`src/rtl/led_seq_pkg.sv`:
```
// Shared types for the LED pattern sequencer.
// Latency: n/a (types only).
// Backpressure: n/a (types only).
//
// mode_t : pattern selection as seen on the mode input pins.
// dir_t  : travel direction used by the ping-pong pattern.
package led_seq_pkg;

    typedef enum logic [1:0] {
        ROT_UP    = 2'd0,
        ROT_DOWN  = 2'd1,
        PING_PONG = 2'd2,
        FILL      = 2'd3
    } mode_t;

    typedef enum logic {
        UP   = 1'b0,
        DOWN = 1'b1
    } dir_t;

endpackage

```
`src/rtl/led_sequencer_tick_prescaler.sv`:
```
// Free-running divider producing one tick every PRESCALE enabled cycles.
// Latency: tick is a combinational decode of the counter (same cycle as pc==PRESCALE-1).
// Backpressure: none; en=0 parks the counter at 0, clr restarts the period.
//
// Ports:
//   clk    : system clock
//   resetN : asynchronous active-low reset
//   clr    : synchronous restart of the period (pc <= 0)
//   en     : count enable; while low the counter is held at 0
//   tick   : high for the cycle in which pc sits on its last value and en=1
module tick_prescaler #(
    parameter int unsigned PRESCALE = 100_000_000
) (
    input  logic clk,
    input  logic resetN,
    input  logic clr,
    input  logic en,
    output logic tick
);

    // PRESCALE=1 still needs a 1-bit counter; it simply never leaves 0.
    localparam int unsigned     PW      = (PRESCALE > 1) ? $clog2(PRESCALE) : 1;
    localparam logic [PW-1:0]   PC_LAST = PW'(PRESCALE - 1);

    logic [PW-1:0] r_pc;
    logic          w_at_last;

    assign w_at_last = (r_pc == PC_LAST);
    assign tick      = en && w_at_last;

    always_ff @(posedge clk or negedge resetN) begin
        if (!resetN) begin
            r_pc <= '0;
        end else if (clr || !en) begin
            // Holding at 0 while disabled makes a resume wait a full period.
            r_pc <= '0;
        end else if (w_at_last) begin
            r_pc <= '0;
        end else begin
            r_pc <= r_pc + 1'b1;
        end
    end

endmodule

```
`src/rtl/led_sequencer.sv`:
```
// LED pattern sequencer: rotate up/down, ping-pong and bar-fill over NUM_LEDS outputs.
// Latency: leds/pos change the cycle after an advance is registered; tick marks that cycle.
// Backpressure: none; pause freezes the pattern, step rising edge advances once while paused.
//
// Ports:
//   clk    : system clock, single domain
//   resetN : asynchronous active-low reset
//   mode   : pattern select (mode_t encoding), synchronous to clk
//   pause  : level, 1 freezes the pattern
//   step   : single-step request, rising edge honoured only while pause=1
//   leds   : LED drive (decode of position and registered mode)
//   pos    : current position / fill level
//   tick   : one-cycle pulse coinciding with each new position
module led_sequencer
    import led_seq_pkg::*;
#(
    parameter  int unsigned NUM_LEDS = 4,
    parameter  int unsigned PRESCALE = 100_000_000,
    localparam int unsigned CW       = $clog2(NUM_LEDS + 1)
) (
    input  logic                clk,
    input  logic                resetN,
    input  logic [1:0]          mode,
    input  logic                pause,
    input  logic                step,
    output logic [NUM_LEDS-1:0] leds,
    output logic [CW-1:0]       pos,
    output logic                tick
);

    localparam logic [CW-1:0] CNT_LAST = CW'(NUM_LEDS - 1);
    localparam logic [CW-1:0] CNT_FULL = CW'(NUM_LEDS);
    localparam logic [CW-1:0] CNT_ONE  = CW'(1);

    // Registered pattern state
    logic [CW-1:0] r_cnt;
    dir_t          r_dir;
    mode_t         r_mode;
    logic          r_step_q;
    logic          r_tick;

    // Combinational helpers
    mode_t              w_mode;
    logic               w_mode_chg;
    logic               w_adv_pc;
    logic               w_adv_step;
    logic               w_adv;
    logic [CW-1:0]      w_cnt_nxt;
    dir_t               w_dir_nxt;
    logic [NUM_LEDS-1:0] w_leds;

    assign w_mode     = mode_t'(mode);
    assign w_mode_chg = (w_mode != r_mode);
    assign w_adv_step = pause && step && !r_step_q;
    assign w_adv      = w_adv_pc || w_adv_step;

    tick_prescaler #(
        .PRESCALE (PRESCALE)
    ) u_prescaler (
        .clk    (clk),
        .resetN (resetN),
        .clr    (w_mode_chg),
        .en     (!pause),
        .tick   (w_adv_pc)
    );

    // Position that follows r_cnt for the active pattern. Out-of-range
    // values fold back to a legal position rather than running away.
    always_comb begin
        w_cnt_nxt = r_cnt;
        w_dir_nxt = r_dir;
        case (r_mode)
            ROT_UP: begin
                w_cnt_nxt = (r_cnt >= CNT_LAST) ? '0 : r_cnt + CNT_ONE;
            end
            ROT_DOWN: begin
                w_cnt_nxt = (r_cnt == '0 || r_cnt > CNT_LAST) ? CNT_LAST : r_cnt - CNT_ONE;
            end
            PING_PONG: begin
                // dir flips on arrival at an end, so each end LED shows for one step.
                if (r_dir == UP) begin
                    if (r_cnt >= CNT_LAST - CNT_ONE) begin
                        w_cnt_nxt = CNT_LAST;
                        w_dir_nxt = DOWN;
                    end else begin
                        w_cnt_nxt = r_cnt + CNT_ONE;
                    end
                end else begin
                    if (r_cnt <= CNT_ONE || r_cnt > CNT_LAST) begin
                        w_cnt_nxt = '0;
                        w_dir_nxt = UP;
                    end else begin
                        w_cnt_nxt = r_cnt - CNT_ONE;
                    end
                end
            end
            FILL: begin
                w_cnt_nxt = (r_cnt >= CNT_FULL) ? '0 : r_cnt + CNT_ONE;
            end
            default: begin
                w_cnt_nxt = '0;
                w_dir_nxt = UP;
            end
        endcase
    end

    // Pattern state machine. A mode change restarts the pattern and
    // swallows any advance landing in the same cycle.
    always_ff @(posedge clk or negedge resetN) begin
        if (!resetN) begin
            r_cnt    <= '0;
            r_dir    <= UP;
            r_mode   <= ROT_UP;
            r_step_q <= 1'b0;
            r_tick   <= 1'b0;
        end else begin
            r_step_q <= step;
            if (w_mode_chg) begin
                r_mode <= w_mode;
                r_cnt  <= '0;
                r_dir  <= UP;
                r_tick <= 1'b0;
            end else begin
                r_tick <= w_adv;
                if (w_adv) begin
                    r_cnt <= w_cnt_nxt;
                    r_dir <= w_dir_nxt;
                end
            end
        end
    end

    // FILL lights every LED below the level; the other patterns light one.
    always_comb begin
        w_leds = '0;
        for (int i = 0; i < NUM_LEDS; i++) begin
            if (r_mode == FILL) begin
                w_leds[i] = (CW'(i) < r_cnt);
            end else begin
                w_leds[i] = (CW'(i) == r_cnt);
            end
        end
    end

    assign leds = w_leds;
    assign pos  = r_cnt;
    assign tick = r_tick;

endmodule

```
`config.mk`:
```
export PLATFORM = sky130hd
export DESIGN_NAME = led_sequencer
export DESIGN_NICKNAME = d
export VERILOG_FILES = /design/src/rtl/led_seq_pkg.sv /design/src/rtl/led_sequencer_tick_prescaler.sv /design/src/rtl/led_sequencer.sv
export SDC_FILE = /design/constraint.sdc
export NUM_CORES = 1
export LEC_CHECK = 0
export ABC_AREA = 1
export ABC_CLOCK_PERIOD_IN_PS = 2250
export BUFFER_PORTS_ARGS = -buffer_cell sky130_fd_sc_hd__buf_2
export CAP_MARGIN = 10
export CORE_MARGIN = 2
export CORE_UTILIZATION = 25
export DETAILED_ROUTE_END_ITERATION = 6
export PLACE_DENSITY = 0.43
export SLEW_MARGIN = 20
export SYNTH_ARGS = -nofsm -noshare
export SYNTH_HDL_FRONTEND = slang
export SYNTH_SLANG_ARGS = --single-unit
```
`constraint.sdc`:
```
create_clock -name clk -period 2.25 [get_ports clk]
set_clock_uncertainty 0.05 [all_clocks]
set_input_delay 0.225 -clock clk [delete_from_list [all_inputs] [get_ports clk]]
set_output_delay 0.225 -clock clk [all_outputs]
set_load 0.01 [all_outputs]
```
* After elaboration in Yosys (flattened, before gate mapping)
Cells that the tools add are included.
** Storage, ports and cells
- Register bits after elaboration :: 35
- Input bits :: 6
** Cells by class
- Reduce and logical (&&, ||, !) cells :: 14
- Equality and inequality tests :: 8
- Add/subtract/negate cells :: 3
- $lt $le $gt $ge :: 9
- Muxes and demuxes :: 22
** Operators with widths (number)
- 27-bit 2-to-1 mux :: 2
- 27-bit by 1-bit adder with 27-bit output (second input constant) :: 1
- 27-bit == test (second input constant) :: 1
- 3-bit 2-to-1 mux :: 8
- 3-bit one-hot mux with 4 select lines :: 1
- 1-bit 2-to-1 mux :: 11
- 2-bit by 3-bit == test with 1-bit output (first input constant) :: 2
- 3-bit by 2-bit greater-or-equal comparator with 1-bit output (second input constant) :: 2
- 1-bit by 3-bit < comparator with 1-bit output (first input constant) :: 2
- 2-bit by 3-bit < comparator with 1-bit output (first input constant) :: 2
- 2-bit == test (second input constant) :: 2
- 1-bit logical OR :: 4
- 2-bit nonzero test :: 2
- 3-bit by 1-bit adder with 3-bit output (second input constant) :: 1
- 1-bit by 3-bit == test with 1-bit output (first input constant) :: 1
- 3-bit greater-or-equal comparator (second input constant) :: 1
- 3-bit by 2-bit > comparator with 1-bit output (second input constant) :: 1
- 3-bit by 1-bit less-or-equal comparator with 1-bit output (second input constant) :: 1
- 1-bit logical AND :: 3
- 3-bit zero test :: 1
- 3-bit by 1-bit subtractor with 3-bit output (second input constant) :: 1
- 2-bit by 1-bit == test with 1-bit output (second input constant) :: 1
- 1-bit zero test :: 2
- 2-bit zero test :: 1
- 2 further kinds :: 2

* Longest topological paths before layout
- Depth after elaboration :: 7
- Mapped depth :: 11
- Mapped depth without buffers :: 11

* By module
A second synthesis with hierarchy kept.
** Unflattened totals
- Cells, all modules :: 326
- Area, all modules :: 2361.0 um^2
** By module, submodules not included
- tick_prescaler :: times used 1, area each 1687.9 um^2, cells an instance 224
- led_sequencer :: times used 1, area each 673.1 um^2, cells an instance 102

* Worst setup path before layout
No wires, ideal clock.
- Kind :: reg2reg
- From :: reg r_cnt[0], in the netlist pos[0]
- To :: reg r_cnt[1], in the netlist pos[1]
- Arrival time :: 1.395 ns
- Stages on the path, launching flop included :: 12
- Clock period less this slack :: 1.566 ns
- Path slack :: 0.684 ns
- Data required time :: 2.079 ns
- Path buffers :: 0
- Cells stage by stage :: dfrtp_1 inv_1 ha_1 inv_1 ha_1 nand3_1 nand2_1 o21ai_0 inv_1 nand2_1 nand2_1 o21ai_1
** On the way
- Cells in the longest elaborated chain, start to end :: 7
- Elaborated cells between the ends (all ways) :: 19
- Classes of those cells :: add/sub: 2; order compare: 5; mux: 9; reduce/logical: 3
** Ends and longest elaborated chain
- start: declaration :: RTL line led_sequencer.sv:36 : logic [CW-1:0] r_cnt;
- start signal: assignment :: RTL line led_sequencer.sv:126 : r_cnt <= w_cnt_nxt;
- 3-bit by 1-bit less-or-equal comparator with 1-bit output / 3-bit by 2-bit > comparator with 1-bit output (equally long branches) :: RTL line led_sequencer.sv:89, led_sequencer.sv:77
- 1-bit logical OR :: RTL line led_sequencer.sv:89 : if (r_cnt <= CNT_ONE || r_cnt > CNT_LAST) begin
- 3-bit 2-to-1 mux :: RTL line led_sequencer.sv:89
- 3-bit 2-to-1 mux :: RTL line led_sequencer.sv:81 : if (r_dir == UP) begin
- 3-bit one-hot mux with 4 select lines (*) :: RTL line led_sequencer.sv:72 : case (r_mode)
- 3-bit 2-to-1 mux (*) :: RTL line led_sequencer.sv:125 : if (w_adv) begin
- 3-bit 2-to-1 mux (*) :: RTL line led_sequencer.sv:118 : if (w_mode_chg) begin
Every way passes the cells marked *; elsewhere a longest branch is shown, timed or not. The select of a mux whose other input is x is not followed.
A chain may end at the register's enable or synchronous reset.

* Worst setup path in the final report
- From :: reg r_cnt[0], in the netlist pos[0]
- To :: out leds[0]
** On the way
- Cells in the longest elaborated chain, start to end :: 2
- Elaborated cells between the ends (all ways) :: 3
- Classes of those cells :: order compare: 1; mux: 1; reduce/logical: 1
** Ends and longest elaborated chain
- 1-bit by 3-bit < comparator with 1-bit output / 3-bit zero test (equally long branches) :: RTL line led_sequencer.sv:138, led_sequencer.sv:140
- 1-bit 2-to-1 mux (*) :: RTL line led_sequencer.sv:137 : if (r_mode == FILL) begin
- end: declaration :: RTL line led_sequencer.sv:26 : output logic [NUM_LEDS-1:0] leds,
Every way passes the cells marked *; elsewhere a longest branch is shown, timed or not.

==> flow_metrics.tcl <==
set metrics [dict create \
    outcome "finished, violations left" \
    violations "hold timing" \
    grt_first_pass_wirelength_um 9320 \
    critPathKind "flip-flop to output port" \
    layout-drive-gt1-share_pct 12.5 \
    clock-root-buffer "clkbuf_8" \
    num_vias 1949 \
    fin_cells 435 \
    hold_path.class "input pin to async pin" \
    critPathMaxFanout 9 \
    hpwl_um 4080 \
    p_total_mw 1.20 \
    num-fill-cells 917 \
    grt-ovfl-total 0 \
    endpoint_kind "output port" \
    layout_min_cycle_time_ps 1920 \
    yosysSeqAreaShare_pct 39.0 \
    holdWs_ps -38.2 \
    multi_input_area_um2 1180 \
    num_rows 34 \
    grt_max_degree 36 \
    die_width_um 98.8 \
    yosys-top-cells-area "dfrtp_1, nand2_1, nor2_1" \
    final_cell_mix "nand2_1, nor2_1, inv_1, dfrtp_1, nand3_1" \
    r2r_slack_ps 370 \
    post_drt_wl_per_cell_um 12.3 \
    clk_path_buf_depth 2 \
    critPathLaunchType "flip-flop" \
    clkLatencyLatePin_ps 300 \
    setup-violations-final 0 \
    cts_resized 0 \
    fmax_mhz 522 \
    syn_area_per_cell_um2 7.32 \
    timing.rr.end "u_prescaler.r_pc[11]$_DFF_PN0_" \
    maxSlewHeadroom_pct 46.5 \
    place_congestion 0.824 \
    ys_ff_latch 35 \
    viasPerCell 4.48 \
    ys_warn_count 0 \
    r2r-start "u_prescaler.r_pc[0]$_DFF_PN0_" \
    cts-buffers-inserted 5 \
    netlist_area_um2 2250 \
    min_period_over_period_pct 85.2 \
    cellPowerDensity_nw_per_um2 473 \
    drtIter0Drc 64 \
    layout.nets 339 \
    cts.sinks 35 \
    final.setup.tns_ps 0 \
    worst_pin_slew_ps 802 \
    leakage_nw 1.15 \
    drt_wl_total_um 5350 \
    dieArea_um2 9760 \
    antenna_cells 0 \
    tritoncts "done" \
    synth_top_area_cell "dfrtp_1" \
    path_clk_slew_ps 80 \
    drtAntennaViolNets 0 \
    area_growth_syn_to_layout_pct 13.1 \
    htreeDepth 2 \
    cap_violations 0 \
    cp_data_arrival_time_ps 1640 \
    synth_cells 307 \
    seq_area_um2 876 \
    worstRegToRegCells 10 \
    drc 0 \
    dr.pass1.iters 4 \
    rsz0062_at_grt "false" \
    grt_util_all_layers_pct 11.8 \
    ir_drop_mv 0.165 \
    start_util_pct 25.8 \
    slew_violations 0 \
    die_h_um 98.8 \
    cp.required_ps 1980 \
    antenna_found_initial 0 \
    placement.io_buffers 13 \
    fp.coreArea_um2 8720 \
    ios 14 \
    ys_types 33 \
    syn-num-nets 320 \
    synth.top_cell.area_share_pct 39.0 \
    grt_pass1_vias 1977 \
    placed_cells 424 \
    final_common_cell "nand2_1" \
    hold_viol 35 \
]
-- worst max-delay path by stage --
stage                             startpoint                        endpoint  cells after the start
3_5_place_dp   u_prescaler.r_pc[0]$_DFF_PN0_  u_prescaler.r_pc[16]$_DFF_PN0_                     10
6_report                  pos[0]$_DFFE_PN0P_                         leds[0]                      6
2_1_floorplan             pos[0]$_DFFE_PN0P_              pos[1]$_DFFE_PN0P_                     11
3_3_place_gp   u_prescaler.r_pc[0]$_DFF_PN0_  u_prescaler.r_pc[11]$_DFF_PN0_                     10
4_1_cts                   pos[0]$_DFFE_PN0P_                         leds[0]                      6
5_1_grt                              mode[1]  u_prescaler.r_pc[11]$_DFF_PN0_                      9
-- synth_stat cells --
master / count
nand2_1: 66
nor2_1: 50
inv_1: 43
dfrtp_1: 35
nand3_1: 19
o21ai_0: 11
a21oi_1: 10
nand4_1: 10
ha_1: 7
nor3_1: 7
o21ai_1: 5
xor2_1: 5
nand2_2: 4
nor2_4: 4
xnor2_1: 4
nor2_2: 3
a211oi_1: 2
clkbuf_1: 2
inv_2: 2
nand3b_1: 2
nor3b_1: 2
nor3b_2: 2
o21a_1: 2
a21o_1: 1
a21oi_2: 1
a22oi_1: 1
a31o_2: 1
a31oi_1: 1
buf_2: 1
buf_6: 1
nand2_4: 1
nand3_2: 1
nor2_8: 1
-- cell families after synthesis --
| family | after synthesis | synth area share (%) |
|---|---|---|
| compound gates | 35 | 8.85 |
| xor+xnor | 9 | 3.51 |
| fa+ha+maj | 7 | 3.90 |
| buf+inv | 49 | 8.57 |
| flops | 35 | 39.0 |
| simple gates | 172 | 36.2 |
-- critical path, stage by stage, from the launching register on --
cell and delay (ps):
dfrtp_1 530, inv_1 150, ha_1 240, ha_1 180
nand2_1 60, nand2_1 50, buf_2 130
-- report_power, final --
group / total, mW / internal, mW / switching, mW
clock: 0.467 / 0.215 / 0.252
sequential: 0.641 / 0.634 / 0.00700
combinational: 0.0941 / 0.0300 / 0.0641
-- stage by stage --
| step | area, um^2 | worst slack (ps) | util, % |
|---|---|---|---|
| after detailed placement | 2420 | 369 | 27.8 |
| after global placement | 2420 | 434 | 27.8 |
| final | 2540 | 333 | 29.2 |
| after global routing | 2540 | 82.8 | 29.2 |
| after floorplan | 2250 | 684 | - |
| after CTS | 2540 | 317 | 29.2 |
-- layer usage --
layer / share of wire, % / track usage [%] / up-vias
met1: 49 / 14.8 / 904
li1: - / - / 1014
met2: 47 / 20.2 / 22
met5: 0 / 0 / -
met4: 1.9 / 4.53 / 0
met3: 2.0 / 2.13 / 9
-- what timing repair did --
item	4_1_cts	5_1_grt
hold endpoints to repair	3	0
hold buffers	3	0
buffers inserted	0	0
-- cell type report --
cell class | count | area share [%]
repair buffers | 16 | 3.74
multi-input cells | 223 | 46.4
clock inverters | 3 | 0.787
well taps | 108 | 5.31
flip-flops and latches | 35 | 34.4
inverters | 45 | 6.64
clock buffers | 5 | 2.71
-- flip-flops by register name, indices dropped and copies added, names as in the netlist --
signal / count
pos: 3
u_prescaler.r_pc: 27
tick: 1
r_dir: 1
r_mode: 2
r_step_q: 1
No activity file was read; power rests on OpenSTA's default activity.
